File: config.mk
export PLATFORM = sky130hd
export DESIGN_NAME = evt_fanout_sched
export DESIGN_NICKNAME = d
export VERILOG_FILES = /design/src/rtl/evt_fanout_sched_pkg.sv /design/src/rtl/evt_fanout_sched_rr_pick.sv /design/src/rtl/evt_fanout_sched.sv
export SDC_FILE = /design/constraint.sdc
export NUM_CORES = 1
export LEC_CHECK = 0
export CORE_UTILIZATION = 54
export DETAILED_ROUTE_END_ITERATION = 7
export PLACE_DENSITY = 0.73
export SYNTH_ARGS = -nofsm -noshare
export SYNTH_HDL_FRONTEND = slang
export SYNTH_SLANG_ARGS = --single-unit
export TNS_END_PERCENT = 5
File: constraint.sdc
create_clock -name clk -period 14.26 [get_ports clk]
set_clock_uncertainty 0.1 [all_clocks]
set_input_delay 1.426 -clock clk [delete_from_list [all_inputs] [get_ports clk]]
set_output_delay 1.426 -clock clk [all_outputs]
set_load 0.1 [all_outputs]
File: src/rtl/evt_fanout_sched_pkg.sv
// Shared types and helpers for the event fan-in scheduler and its arbiter.
package evt_fanout_sched_pkg;

  // Index width for n requesters; never narrower than one bit.
  function automatic int idx_w(input int n);
    return (n < 2) ? 1 : $clog2(n);
  endfunction

  localparam int INSTANCES_DEF = 20;
  localparam int TS_W_DEF      = 16;

  typedef logic [idx_w(INSTANCES_DEF)-1:0] idx_t;
  typedef logic [TS_W_DEF-1:0]             ts_t;

  typedef enum logic {
    IDLE    = 1'b0,
    PRESENT = 1'b1
  } state_e;

endpackage

File: src/rtl/evt_fanout_sched_rr_pick.sv
// Combinational circular find-first-set: returns the first set request
// strictly after 'last', wrapping from N-1 to 0. Generic, reusable arbiter core.
module rr_pick #(
  parameter int N  = 20,
  parameter int IW = 5
) (
  input  logic [N-1:0]  req,
  input  logic [IW-1:0] last,
  output logic          found,
  output logic [IW-1:0] idx
);

  int          cand;
  logic [IW-1:0] cand_idx;

  // Scan offsets from farthest to nearest so the nearest set request wins.
  always_comb begin
    found    = 1'b0;
    idx      = '0;
    cand     = 0;
    cand_idx = '0;
    for (int k = N; k >= 1; k--) begin
      cand     = (int'(last) + k) % N;
      cand_idx = IW'(cand);
      if (req[cand_idx]) begin
        found = 1'b1;
        idx   = cand_idx;
      end
    end
  end

endmodule

File: src/rtl/evt_fanout_sched.sv
// Round-robin event scheduler: one pending slot per instance, events handed
// out one at a time on a valid/ready channel, lost events counted.
// Optional per-event timestamps: define EVT_FANOUT_SCHED_TIMESTAMP_EN.
module evt_fanout_sched
  import evt_fanout_sched_pkg::*;
#(
  parameter int INSTANCES = 20,
  parameter int CNT_W     = 8,
  parameter int TS_W      = 16,
  localparam int IDX_W    = idx_w(INSTANCES)
) (
  input  logic                 clk,
  input  logic                 rst_n,
  input  logic [INSTANCES-1:0] evt_i,
  output logic                 out_valid,
  input  logic                 out_ready,
  output logic [IDX_W-1:0]     out_idx,
  output logic [INSTANCES-1:0] pending_o,
  output logic [CNT_W-1:0]     drop_cnt,
  output logic                 busy
`ifdef EVT_FANOUT_SCHED_TIMESTAMP_EN
  ,
  output logic [TS_W-1:0]      out_ts
`endif
);

  localparam int              SUM_W   = CNT_W + IDX_W + 1;
  localparam logic [CNT_W-1:0] CNT_MAX = '1;

  // Elaboration guard on nonsensical configurations.
  if (INSTANCES < 2 || TS_W < 1) begin : g_bad_cfg
    $error("evt_fanout_sched: INSTANCES must be >= 2 and TS_W >= 1");
  end

  state_e                 state_reg, state_next;
  logic [INSTANCES-1:0]   pending_reg, pending_next;
  logic [INSTANCES-1:0]   load_mask, drop_vec;
  logic [IDX_W-1:0]       out_idx_reg, last_grant_reg, pick_idx;
  logic                   pick_found, load;
  logic [CNT_W-1:0]       drop_cnt_reg, drop_cnt_next;
  logic [SUM_W-1:0]       drop_sum;

  rr_pick #(
    .N  (INSTANCES),
    .IW (IDX_W)
  ) u_pick (
    .req   (pending_reg),
    .last  (last_grant_reg),
    .found (pick_found),
    .idx   (pick_idx)
  );

  // A winner is loaded whenever the output slot is free or is being consumed.
  always_comb begin
    load = pick_found && ((state_reg == IDLE) || out_ready);
  end

  // Per-instance pending update: a load frees the slot, so a same-edge event
  // just re-arms it; an event hitting an occupied, unloaded slot is lost.
  for (genvar gi = 0; gi < INSTANCES; gi++) begin : g_slot
    assign load_mask[gi]    = load && (pick_idx == IDX_W'(gi));
    assign drop_vec[gi]     = evt_i[gi] && pending_reg[gi] && !load_mask[gi];
    assign pending_next[gi] = (pending_reg[gi] && !load_mask[gi]) || evt_i[gi];
  end

  // Add this cycle's drop popcount, saturating at the counter maximum.
  always_comb begin
    drop_sum = SUM_W'(drop_cnt_reg);
    for (int i = 0; i < INSTANCES; i++) begin
      drop_sum = drop_sum + SUM_W'(drop_vec[i]);
    end
    drop_cnt_next = (drop_sum > SUM_W'(CNT_MAX)) ? CNT_MAX : drop_sum[CNT_W-1:0];
  end

  // FSM state register.
  always_ff @(posedge clk) begin
    if (!rst_n) begin
      state_reg <= IDLE;
    end else begin
      state_reg <= state_next;
    end
  end

  // FSM next state: stay presenting while there is more work behind a handshake.
  always_comb begin
    state_next = state_reg;
    case (state_reg)
      IDLE:    if (pick_found) state_next = PRESENT;
      PRESENT: if (out_ready && !pick_found) state_next = IDLE;
      default: state_next = IDLE;
    endcase
  end

  // FSM outputs.
  always_comb begin
    out_valid = (state_reg == PRESENT);
  end

  // Pending flags, drop counter and the presented index / round-robin pointer.
  always_ff @(posedge clk) begin
    if (!rst_n) begin
      pending_reg    <= '0;
      drop_cnt_reg   <= '0;
      out_idx_reg    <= '0;
      last_grant_reg <= IDX_W'(INSTANCES - 1);
    end else begin
      pending_reg  <= pending_next;
      drop_cnt_reg <= drop_cnt_next;
      if (load) begin
        out_idx_reg    <= pick_idx;
        last_grant_reg <= pick_idx;
      end
    end
  end

  assign out_idx   = out_idx_reg;
  assign pending_o = pending_reg;
  assign drop_cnt  = drop_cnt_reg;
  assign busy      = out_valid || (|pending_reg);

`ifdef EVT_FANOUT_SCHED_TIMESTAMP_EN
  logic [TS_W-1:0] ts_cnt_reg;
  logic [TS_W-1:0] out_ts_reg;
  logic [TS_W-1:0] stamp_reg [INSTANCES];

  // Free-running time base and the stamp travelling with the presented index.
  always_ff @(posedge clk) begin
    if (!rst_n) begin
      ts_cnt_reg <= '0;
      out_ts_reg <= '0;
    end else begin
      ts_cnt_reg <= ts_cnt_reg + 1'b1;
      if (load) begin
        out_ts_reg <= stamp_reg[pick_idx];
      end
    end
  end

  // Stamp only freshly armed slots; a dropped event keeps the older time.
  always_ff @(posedge clk) begin
    for (int i = 0; i < INSTANCES; i++) begin
      if (evt_i[i] && !drop_vec[i]) begin
        stamp_reg[i] <= ts_cnt_reg;
      end
    end
  end

  assign out_ts = out_ts_reg;
`endif

endmodule

==> flow_summary.ini <==
[setup_path]
critPathKind = reg -> reg
crit_slowest_cell = xnor2_1
r2r_end = drop_cnt[2]$_SDFF_PN0_
cp_max_fo = 22
reg2reg_from = last_grant_reg[0]$_SDFFE_PN1P_
rrSetupSlack_ns = 2.56
required_ns = 14.31
slowest_delay_ns = 0.91
r2r_cells = 39
worst_setup_path_start_kind = register
critPathArrivalTime_ns = 11.75
worstSetupEndpointType = register

[worst_hold_path]
hold_path.class = reg -> reg
worstHoldStart = out_idx[4]$_SDFFE_PN0P_
hold_end = out_idx[4]$_SDFFE_PN0P_
hold-path-cell-count = 2

[place]
place_ws_ns = 2.87
dp_hpwl_um = 35800
port_buffers = 57
place_area_um2 = 12600
gp_congestion = 1.07

[synthesis]
yosysWarnings = 0
synth-simple-area-share_pct = 24.5
synthFlopType = dfxtp_1
synth_area_leader_cell = ha_1
avgSynthCellArea_um2 = 7.57
synthCells = 1593
synth_cell_types = 123
async_flop_share_pct = 0
synthMuxAreaShare_pct = 10.6
synth_seq_cells = 37
synth.most_common_cell = nand2_1
synthXorXnorAreaFrac_pct = 4.35
synth_seq_area_share_pct = 6.14
synth_edf_count = 0
yosysTopAreaCellShare_pct = 7.78
synth_fa_ha_area_share_pct = 10.9
yosys-top-cells-count = nand2_1, nor2_1, o21ai_0, a21oi_1, inv_1
synth-compound-area-share_pct = 36.3
syn-cell-area_um2 = 12100
synth.area.top_cells = ha_1, dfxtp_1, mux4_2, nand2_1, o21ai_0
synth.net_count = 1706
synth_top_family_by_area = compound AO/OA/AOI/OAI gates

[detailed_routing]
drc = 0
wl_per_cell_um = 25.0
drtIter0Drc = 1224
finalWirelength_um = 46600
viasPerCell = 7.34
vias = 13600
firstDrtPassIters = 6
ant_nets = 0

[grt]
grt_pass1_vias = 12200
grt_overflow = 0
grt_usage_pct = 40.2
grt_pass1_wl_um = 70600
grt_max_degree = 53
antenna_found_initial = 0

[floorplanning]
ios = 58
initial_core_util_pct = 55.1
coreArea_um2 = 21900
die_w_um = 151
num_rows = 54
die_area_um2 = 22900
die_y_um = 151

[final_layout]
drive_gt1_share_pct = 11.4
final_cell_area_um2 = 12800
n_antenna_cell = 0
area_growth_pct = 6.09
fin_nets = 1691
largest_register_ffs = 20

[job]
drv_cap = 0

[timing]
hold_viol = 0
fmax_mhz = 85.5
min_period_ns = 11.70
relSlewSlack_pct = 18.0
rsz0062_at_grt = false
setup_viol = 0
worst_pin_slew_ns = 1.22
slew_violations = 0
setup_ws_ns = 2.56
finalHoldWorstSlack_ns = 0.380
final.period_utilization_pct = 82.0
tns_ns = 0

[clock_tree]
h-tree-depth = 2
hold_buffers = 0
max-clock-path-buffers = 2
clkSinkCount = 37
cts_setup_buffers = 0
cts_resized = 0
insertion_delay_ns = 0.28
cts-root-buf = clkbuf_16
cts_tree = built
clk_pin_slew_ns = 0.06
cts_made_buffers = 5

[outcome]
status = finished clean
[cell families after synthesis]
| family | after synthesis |
|---|---|
| compound gates | 580 |
| simple gates | 548 |
| mux | 90 |
| flops | 37 |
| xor+xnor | 52 |
| buf+inv | 189 |
| fa+ha+maj | 97 |
[cells in the final DEF (no fill, tap or decap), drive strengths merged, types with 14 or more instances in the layout]
master and instances:
nand2b 29, a2111oi 14, and3 23, a31oi 41
a211oi 42, and2 17, buf 23, nor3 40
inv 88, o21ai 97, nand2 148, dfxtp 37
xnor2 41, a21o 14, o21a 15, mux4 27
a21boi 16, clkdlybuf4s50 57, nand3 46, nor2b 28
nor4 16, o311ai 14, fa 15, ha 75
or3 20, o31ai 21, o211ai 35, a211o 18
mux2 27, mux2i 36, nor2 95, a21oi 97
[worst max-delay path by stage]
| stage | startpoint | end | slack [ns] | cells after the start |
|---|---|---|---|---|
| 2_1_floorplan | last_grant_reg[1]$_SDFFE_PN1P_ | drop_cnt[3]$_SDFF_PN0_ | 4.02 | 39 |
| 3_3_place_gp | last_grant_reg[0]$_SDFFE_PN1P_ | drop_cnt[5]$_SDFF_PN0_ | 2.82 | 39 |
| 3_5_place_dp | last_grant_reg[0]$_SDFFE_PN1P_ | drop_cnt[3]$_SDFF_PN0_ | 2.87 | 39 |
| 4_1_cts | last_grant_reg[0]$_SDFFE_PN1P_ | drop_cnt[2]$_SDFF_PN0_ | 2.76 | 39 |
| 5_1_grt | last_grant_reg[0]$_SDFFE_PN1P_ | drop_cnt[3]$_SDFF_PN0_ | 2.08 | 39 |
| 6_report | last_grant_reg[0]$_SDFFE_PN1P_ | drop_cnt[2]$_SDFF_PN0_ | 2.56 | 39 |
[metal layers]
layer / track usage [%] / routed length (µm)
met5: 0 / 0
met2: 64.3 / 20800
met4: 16.9 / 2130
met3: 5.81 / 4570
met1: 53.6 / 19000
[metrics by stage]
step	util [%]	instances
after floorplan	-	1593
after global placement	57.7	1851
after detailed placement	57.7	1851
after CTS	58.4	1859
after global routing	58.4	1859
final	58.4	1859
[area by class of cell]
class	instances	area, µm²
clock buffer	5	125
clock inverter	3	43.8
fill	2056	9100
inverter	87	329
multi-input combinational	1367	10500
sequential	37	747
tap	280	350
timing repair buffer	80	743
[worst max-delay path: cells and delay by family, from the launching register on]
kind                       cells  cell delay (ns)
muxes                          2             0.26
xor gates and xnor gates       1             0.91
adders and majority gates      9             4.04
AOI/OAI and AO/OA              8             1.79
DFF                            1             0.59
buffers and inverters          8             0.78
and+or+nand+nor               11             3.04
Power is left out: the tool's default activity adds up to more than one toggle a clock period on the data nets, which glitch-free logic cannot reach.
